`config.mk`:
```
export PLATFORM = sky130hd
export DESIGN_NAME = bsg_reset_release_sequencer_flat
export DESIGN_NICKNAME = d
export VERILOG_FILES = /design/src/rtl/bsg_reset_release_sequencer_if.sv /design/src/rtl/bsg_reset_release_sequencer.sv /design/src/flat_wrapper.sv
export SDC_FILE = /design/constraint.sdc
export NUM_CORES = 1
export LEC_CHECK = 0
export CAP_MARGIN = 20
export CORE_MARGIN = 2
export CORE_UTILIZATION = 53
export DETAILED_ROUTE_END_ITERATION = 10
export PLACE_DENSITY_LB_ADDON = 0.25
export SLEW_MARGIN = 0
export SYNTH_ARGS = -nofsm -noshare
export SYNTH_HDL_FRONTEND = slang
export SYNTH_SLANG_ARGS = --single-unit
```
`constraint.sdc`:
```
create_clock -name clk_i -period 1.4 [get_ports clk_i]
set_clock_uncertainty 0.05 [all_clocks]
set_input_delay 0.28 -clock clk_i [delete_from_list [all_inputs] [get_ports clk_i]]
set_output_delay 0.28 -clock clk_i [all_outputs]
set_load 0.05 [all_outputs]
```
`src/rtl/bsg_reset_release_sequencer_if.sv`:
```
// Control bundle between the reset sequencer and the domains it releases:
// software reset request, per-stage ready acknowledgements, per-stage resets and done.
interface bsg_reset_release_sequencer_if #(
    parameter int num_stages_p = 3
);
    logic                    sw_reset_i;
    logic [num_stages_p-1:0] stage_ready_i;
    logic [num_stages_p-1:0] reset_o;
    logic                    done_o;

    modport master (
        output sw_reset_i,
        output stage_ready_i,
        input  reset_o,
        input  done_o
    );

    modport slave (
        input  sw_reset_i,
        input  stage_ready_i,
        output reset_o,
        output done_o
    );
endinterface

```
`src/rtl/bsg_reset_release_sequencer.sv`:
```
// Asserts all downstream resets asynchronously and releases them one stage at a time
// after a synchronized deassertion, spacing stages by a hold count and a ready handshake.
module bsg_reset_release_sequencer #(
    parameter int num_stages_p  = 3,
    parameter int sync_depth_p  = 2,
    parameter int hold_cycles_p = 16
) (
    input logic                          clk_i,
    input logic                          async_reset_i,
    bsg_reset_release_sequencer_if.slave ctrl
);
    localparam int cnt_w_lp = (hold_cycles_p > 1) ? $clog2(hold_cycles_p) : 1;
    localparam int idx_w_lp = (num_stages_p > 1) ? $clog2(num_stages_p) : 1;
    localparam logic [cnt_w_lp-1:0] cnt_last_lp = cnt_w_lp'(hold_cycles_p - 1);
    localparam logic [idx_w_lp-1:0] idx_last_lp = idx_w_lp'(num_stages_p - 1);

    typedef enum logic [1:0] {
        HOLD_S = 2'd0,
        WAIT_S = 2'd1,
        DONE_S = 2'd2
    } state_e;

    logic [sync_depth_p-1:0] sync_r;
    logic                    rst_seq_s;
    state_e                  state_r, state_n_s;
    logic [cnt_w_lp-1:0]     cnt_r, cnt_n_s;
    logic [idx_w_lp-1:0]     idx_r, idx_n_s;
    logic [num_stages_p-1:0] reset_r, reset_n_s;
    logic                    done_r, done_n_s;

    // Deassertion synchronizer: set at once by the pin, drains to 0 one flop per edge.
    always_ff @(posedge clk_i or posedge async_reset_i) begin
        if (async_reset_i) begin
            sync_r <= '1;
        end else begin
            sync_r <= {sync_r[sync_depth_p-2:0], 1'b0};
        end
    end

    // The pin term makes assertion reach the outputs without waiting on the chain's flops.
    assign rst_seq_s = async_reset_i | sync_r[sync_depth_p-1];

    // Sequencer state and registered outputs, held in reset until the synchronizer drains.
    always_ff @(posedge clk_i or posedge rst_seq_s) begin
        if (rst_seq_s) begin
            state_r <= HOLD_S;
            cnt_r   <= '0;
            idx_r   <= '0;
            reset_r <= '1;
            done_r  <= 1'b0;
        end else begin
            state_r <= state_n_s;
            cnt_r   <= cnt_n_s;
            idx_r   <= idx_n_s;
            reset_r <= reset_n_s;
            done_r  <= done_n_s;
        end
    end

    // Next-state logic: software reset overrides everything, otherwise hold/wait/done stepping.
    always_comb begin
        state_n_s = state_r;
        cnt_n_s   = cnt_r;
        idx_n_s   = idx_r;
        reset_n_s = reset_r;
        done_n_s  = done_r;
        if (ctrl.sw_reset_i) begin
            state_n_s = HOLD_S;
            cnt_n_s   = '0;
            idx_n_s   = '0;
            reset_n_s = '1;
            done_n_s  = 1'b0;
        end else begin
            case (state_r)
                HOLD_S: begin
                    if (cnt_r == cnt_last_lp) begin
                        reset_n_s[idx_r] = 1'b0;
                        cnt_n_s          = '0;
                        state_n_s        = WAIT_S;
                    end else begin
                        cnt_n_s = cnt_r + cnt_w_lp'(1);
                    end
                end
                WAIT_S: begin
                    if (ctrl.stage_ready_i[idx_r]) begin
                        if (idx_r == idx_last_lp) begin
                            state_n_s = DONE_S;
                            done_n_s  = 1'b1;
                        end else begin
                            idx_n_s   = idx_r + idx_w_lp'(1);
                            state_n_s = HOLD_S;
                        end
                    end else begin
                        state_n_s = WAIT_S;
                    end
                end
                DONE_S: begin
                    state_n_s = DONE_S;
                end
                default: begin
                    // Unreachable encoding: fall back to the fully reset condition.
                    state_n_s = HOLD_S;
                    cnt_n_s   = '0;
                    idx_n_s   = '0;
                    reset_n_s = '1;
                    done_n_s  = 1'b0;
                end
            endcase
        end
    end

    assign ctrl.reset_o = reset_r;
    assign ctrl.done_o  = done_r;
endmodule

```
`src/flat_wrapper.sv`:
```
// flat-port wrapper written by rule: the top's interface ports become plain ports
module bsg_reset_release_sequencer_flat 
#(
    parameter int num_stages_p  = 3,
    parameter int sync_depth_p  = 2,
    parameter int hold_cycles_p = 16
)
  (clk_i, async_reset_i, ctrl_sw_reset_i, ctrl_stage_ready_i, ctrl_reset_o, ctrl_done_o);
  bsg_reset_release_sequencer_if #(.num_stages_p(num_stages_p)) ctrl_i ();
  input logic clk_i;
  input logic async_reset_i;
  input wire logic [$bits(ctrl_i.sw_reset_i)-1:0] ctrl_sw_reset_i;
  input wire logic [$bits(ctrl_i.stage_ready_i)-1:0] ctrl_stage_ready_i;
  output wire logic [$bits(ctrl_i.reset_o)-1:0] ctrl_reset_o;
  output wire logic [$bits(ctrl_i.done_o)-1:0] ctrl_done_o;
  assign ctrl_i.sw_reset_i = ctrl_sw_reset_i;
  assign ctrl_i.stage_ready_i = ctrl_stage_ready_i;
  assign ctrl_reset_o = ctrl_i.reset_o;
  assign ctrl_done_o = ctrl_i.done_o;
  bsg_reset_release_sequencer #(.num_stages_p(num_stages_p), .sync_depth_p(sync_depth_p), .hold_cycles_p(hold_cycles_p)) u_core (.clk_i(clk_i), .async_reset_i(async_reset_i), .ctrl(ctrl_i));
endmodule
```
* Yosys cells after proc, flatten, opt, wreduce, memory -nomap -nowiden
Index checks and enable logic that the tools add are counted.
** Storage, ports and cells
- Flip-flop bits (word level) :: 14
- Input port bits :: 6
- Output and inout port bits :: 4
- Logic and storage cells :: 53
** Cells by class
- $add $sub $neg :: 2
- $lt $le $gt $ge :: 2
- Equal/unequal tests :: 10
- Multiplexer cells :: 23
- Bitwise gates (word level) :: 3
- Reductions and logical operators :: 7
** Operators by type and width (count)
- 2-bit 2-to-1 mux :: 7
- 3-bit by 2-bit inequality test with 1-bit output, second input constant :: 3
- 4-bit 2-to-1 mux :: 2
- 4-bit one-hot mux with 2 select lines :: 1
- 3-bit 2-to-1 mux :: 2
- 2-bit one-hot mux with 3 select lines :: 1
- 3-bit one-hot mux with 2 select lines :: 1
- 3-bit AND reduction :: 2
- 1-bit 2-to-1 mux :: 5
- 4-bit by 1-bit adder with 4-bit output, second input constant :: 1
- 2-bit equality test, second input constant :: 2
- 4-bit equality test, second input constant :: 1
- 2-bit by 1-bit inequality test with 1-bit output, second input constant :: 2
- 2-bit one-hot mux with 2 select lines :: 1
- 2-bit OR reduction :: 2
- 3-bit AND :: 1
- 2-bit by 3-bit < comparator with 1-bit output, second input constant :: 1
- 3-bit inequality test, second input constant :: 1
- 3-bit NOT :: 1
- 2-bit by 1-bit adder with 2-bit output, second input constant :: 1
- 1-bit binary-select mux with 2-bit select :: 1
- 1-bit demux with 2-bit select :: 1
- 2-bit by 1-bit equality test with 1-bit output, second input constant :: 1
- 2-bit by 1-bit greater-or-equal comparator with 1-bit output, second input constant :: 1
- other kinds (5) :: 5

* Logic depth before layout (Yosys ltp)
- Depth in word-level cells :: 9
- Gate-level depth with buffers :: 7
- Gate-level depth less buffers :: 6

* Worst setup path after synthesis
OpenSTA, ideal clock, no wires.
- Kind :: register to register
- Start :: reg u_core.state_r[0]
- End :: reg u_core.cnt_r[3]
- Library setup time :: 124 ps
- Arrival :: 1464 ps
- Data required time :: 1226 ps
- Slack :: -238 ps
- Cell stages (with the launch flop) :: 7
- Path buffers :: 1
- Clock period less this slack :: 1638 ps
- Cells stage by stage :: dfrtp_1 inv_1 ha_1 clkbuf_1 nor2b_1 nor4_1 a211o_1
** Between the ends
- Cells in the longest elaborated chain, start to end :: 4
- Elaborated cells between the ends (all ways) :: 7
- Classes of those cells :: eq/ne: 3; mux: 2; reduce/logical: 2
** Ends and longest elaborated chain
- start: declaration :: line bsg_reset_release_sequencer.sv:25 : state_e state_r, state_n_s;
- start signal: assignment :: line bsg_reset_release_sequencer.sv:52 : state_r <= state_n_s;
- 2-bit equality test or 2-bit by 1-bit equality test with 1-bit output (tied branches) :: line bsg_reset_release_sequencer.sv:74 : case (state_r)
- 2-bit OR reduction (no line)
- 4-bit one-hot mux with 2 select lines :: line bsg_reset_release_sequencer.sv:74
- 4-bit 2-to-1 mux :: line bsg_reset_release_sequencer.sv:67 : if (ctrl.sw_reset_i) begin
- end signal: assignment :: line bsg_reset_release_sequencer.sv:53 : cnt_r <= cnt_n_s;
- end: declaration :: line bsg_reset_release_sequencer.sv:26 : logic [cnt_w_lp-1:0] cnt_r, cnt_n_s;
Several ways; a longest one is shown, not always the timed one.
A chain may end at the register's enable or synchronous reset.

* Worst setup path in the final report
- Start :: reg u_core.idx_r[1]
- End :: reg u_core.done_r (netlist: u_core.ctrl.done_o)
** Between the ends
- Cells in the longest elaborated chain, start to end :: 4
- Elaborated cells between the ends (all ways) :: 6
- Classes of those cells :: eq/ne: 3; mux: 2; reduce/logical: 1
** Ends and longest elaborated chain
- start: declaration :: line bsg_reset_release_sequencer.sv:27 : logic [idx_w_lp-1:0] idx_r, idx_n_s;
- start signal: assignment :: line bsg_reset_release_sequencer.sv:54 : idx_r <= idx_n_s;
- 1-bit binary-select mux with 2-bit select :: line bsg_reset_release_sequencer.sv:85 : if (ctrl.stage_ready_i[idx_r]) begin
- 1-bit 2-to-1 mux (implied by the code) :: line bsg_reset_release_sequencer.sv:85
- 3-bit by 2-bit inequality test with 1-bit output (no line)
- 3-bit AND reduction (no line) (*)
- end signal: assignment :: line bsg_reset_release_sequencer.sv:56 : done_r <= done_n_s;
- end: declaration :: line bsg_reset_release_sequencer.sv:29 : logic done_r, done_n_s;
Every way passes the cells marked *; elsewhere a longest branch is shown, timed or not. The select of a mux whose other input is x is not followed.

==> metrics.md <==
| Metric | Value |
|---|---|
| Status | `finished, violations left` |
| Failing checks | `negative setup slack` |
| Power per cell area | `~1400 nW/um^2` |
| Setup CP Type | `register to register` |
| Synth cell types | `33` |
| Hold Crit Class | `register to async pin` |
| Gr busiest metal | `met2` |
| Iter 0 DRT Violations | `24` |
| # rows | `14` |
| Reg clk slew, reported paths | `0.09 ns` |
| GP Congestion | `0.792` |
| Met1 usage | `roughly 30%` |
| P_sw | `0.684 mW` |
| Most Frequent Cell on Critical Path | `mux2i_4` |
| First-pass GRT wire length | `between 3000 and 4000 microns` |
| Ys Warns | `0` |
| Minimum clock period | `about 1.5 ns` |
| CP endpoint kind | `register` |
| Die ar. | `approximately 1900 sq um` |
| #FFs+latches synth | `14` |
| DIE HEIGHT | `around 43 microns` |
| Logic pwr share | `54.9%` |
| Antenna diode count | `0` |
| Syn Std Cell Area | `a little over 800 sq um` |
| Max_cap viols | `0` |
| Fill cells | `between 70 and 80` |
| Syn Nets | `between 90 and 100` |
| Worst path required time | `approximately 1.5 ns` |
| Syn avg cell area | `10.1 sq um` |
| Period utilization | `107%` |
| Mapped Cells | `between 80 and 90` |
| RSZ-0062 raised after global routing | `yes` |
| Pleak | `between 0.5 and 0.6 nW` |
| Place WS | `-0.243 ns` |
| Final Power | `approximately 1.8 mW` |
| Maximum root-to-sink buffer count | `2` |
| Critical path's largest stage delay | `~0.48 ns` |
| CTS sink cnt | `14` |
| Post-DR vias/cell | `between 6 and 7` |
| GRT overflow | `0` |
| Die Wd | `roughly 43 microns` |
| Hpwl dp | `between 1000 and 1500 microns` |
| Sequential fraction of the synthesis area | `between 40 and 50%` |
| Critical path's top delay family | `flip-flops` |
| Layout cells sized above 1 | `approximately half` |
| Setup ws final | `-0.0981 ns` |
| Vias in the first global route | `roughly 760` |
| Port Buffers | `9` |
| Skew-Pair Late Insertion Delay | `0.29 ns` |
| CP cell instances | `mux2i_4 > mux2i_4 > buf_4 > a31oi_1 > nor3_1` |
| H-tree Lvls | `1` |
| Syn-to-layout area delta | `57.0%` |
| Vias | `about 800` |
| Max-slew violations | `0` |
| Hold-fix buffers, CTS | `0` |
| CTS root buf | `clkbuf_4` |
| Worst Setup Start Kind | `register` |
| # DRC | `0` |
| CTS tree | `yes` |
| Peak supply drop | `0.000998 V` |
| Fmax | `0.668 GHz` |
| Finish-stage setup viols | `4` |
| Overall Global Routing Usage | `25.4%` |
| Routed Antenna Nets | `0` |
| Largest net degree at the start of global routing | `13` |
| Initial antenna violation count | `0` |
| Buf/Inv on CP | `1` |
| Critical path peak fanout | `6` |
| Critical Path AT | `approximately 1.6 ns` |
| Routed len/inst | `17.7 microns` |
| Grt met2 use | `between 40% and 50%` |
| Register share of total power | `between 20% and 30%` |
| First-pass DRT Iterations | `4` |
| Smallest hold slack | `approximately 0.26 ns` |
| Final nets | `between 100 and 150` |
| Met3 Track Usage GR | `under 10%` |
| Routed WL | `2300 microns` |
| Internal power | `about 1.2 mW` |
| IO Count | `10` |
| Final Core Density | `87.6%` |
| Initial Util | `55.8%` |
| Final hold viol count | `0` |
| Clock power frac | `roughly 16%` |
| Slowest CP cell | `dfrtp_2` |
| Sw Ratio | `approximately 37%` |
| Core footprint | `~1500 sq um` |
| CTS buffer count | `3` |
==> Yosys cell counts <==
library cell  number  area, sq um
a22oi_1            1         7.51
nor4_1             1         6.26
clkbuf_1           1         3.75
conb_1             1         3.75
dfrtp_1            9          225
inv_1              7         26.3
buf_4              2         15.0
a41oi_1            1         8.76
mux2i_2            1         13.8
mux2_2             1         11.3
a21o_1             3         22.5
nor3_1             2         10.0
nand3b_1           3         22.5
a211o_1            1         8.76
a311oi_2           1         15.0
o21ai_0            5         25.0
nand4_1            1         6.26
o2bb2ai_1          1         8.76
nand2b_2           1         8.76
nor2b_1            2         12.5
mux2i_1            1         10.0
nand2_1            4         15.0
a21oi_1            1         5.00
nor2_1             7         26.3
and3_1             1         6.26
o311ai_0           1         8.76
dfstp_2            5          131
o221a_2            1         11.3
nand3_2            1         10.0
nand3_1            3         15.0
a31oi_1            2         12.5
o31ai_1            1         7.51
ha_1               8          100
==> worst register-to-register path, delay by kind of cell, from the launching register on <==
family                 cells  cell delay (ns)
AND/OR/NAND/NOR            1             0.19
buffers and inverters      1             0.16
multiplexers               2             0.43
AO/OA/AOI/OAI              1             0.09
flip-flops                 1             0.48
==> cell type report <==
class                      instances  area [sq um]  area share (%)
sequential                        14           358            27.8
tap                               16          20.0            1.55
clock buffer                       4          36.3            2.82
inverter                           7          26.3            2.04
multi-input combinational         57           542            42.0
timing repair buffer              32           307            23.8
==> final timing paths <==
| path | from | endpoint | slack (ns) | depth (start not counted) |
|---|---|---|---|---|
| hold reg to reg | u_core.sync_r[1]$_DFF_PP1_ | u_core.cnt_r[2]$_DFFE_PP0P_ | 0.26 | 2 |
| max in group asynchronous | async_reset_i | u_core.ctrl.reset_o[0]$_DFFE_PP1P_ | 0.76 | 3 |
| min in group clk_i | u_core.sync_r[0]$_DFF_PP1_ | u_core.sync_r[1]$_DFF_PP1_ | 0.31 | 0 |
| setup reg to reg | u_core.idx_r[1]$_DFFE_PP0P_ | u_core.ctrl.done_o$_DFFE_PP0P_ | -0.1 | 5 |
| setup / recovery | u_core.idx_r[1]$_DFFE_PP0P_ | u_core.ctrl.done_o$_DFFE_PP0P_ | -0.1 | 5 |
| hold / removal | u_core.sync_r[1]$_DFF_PP1_ | u_core.cnt_r[2]$_DFFE_PP0P_ | 0.26 | 2 |
==> through the flow <==
step	cell area [sq um]	instances	setup TNS, ns
floorplan	850	81	-0.150
global placement	1130	124	-0.964
detailed placement	1130	124	-1.32
CTS	1210	128	-0.0207
global route	1290	130	-0.433
finish	1290	130	-0.214
==> cell usage in the layout, fill, tap and decap left out, drive strengths merged, types with 2 or more instances in the layout <==
cell           count
clkdlybuf4s50      5
nand3              4
mux2i              2
nor2               7
nor3               2
dfrtp              9
o21ai              5
ha                 8
a21o               3
dfstp              5
clkbuf             4
nor2b              2
a31oi              2
inv                7
nand2              4
nand3b             3
buf               27
==> sequential cells by signal, summed over array words and instances (netlist names) <==
register,cells
u_core.cnt_r,4
u_core.ctrl.reset_o,3
u_core.idx_r,2
u_core.state_r,2
u_core.sync_r,2
u_core.ctrl.done_o,1
==> cell families (layout without fill, tap and decap cells) <==
kind of cell               Yosys count  after routing  synth area share (%)
other                                1              1                 0.457
buffers and inverters               10             43                  5.49
muxes                                3              3                  4.27
adders and majority gates            8              8                  12.2
AOI/OAI and AO/OA                   19             19                  17.2
and+or+nand+nor                     26             26                  16.9
DFF                                 14             14                  43.4
==> metal layers <==
layer	vias up	wire, microns
li1	357	-
met1	381	841
met2	42	1220
met3	11	142
met4	0	87
met5	-	0
==> power groups by stage <==
stage	clock, mW	combinational [mW]	sequential (mW)
6_report	0.300	1.01	0.533
5_1_grt	0.317	1.08	0.537
3_5_place_dp	0	0.802	0.530
4_1_cts	0.302	0.890	0.523
2_1_floorplan	0	0.404	0.592
3_3_place_gp	0	0.780	0.526
==> what timing repair did <==
action | CTS | global route
gates resized for setup | 11 | 13
setup buffers | 0 | 2
gates cloned | 0 | 0
hold endpoints to repair | 0 | 0
setup endpoints to repair | 9 | 10
pin swaps | 1 | 5
Note: power is estimated with default switching activity, not from simulation.
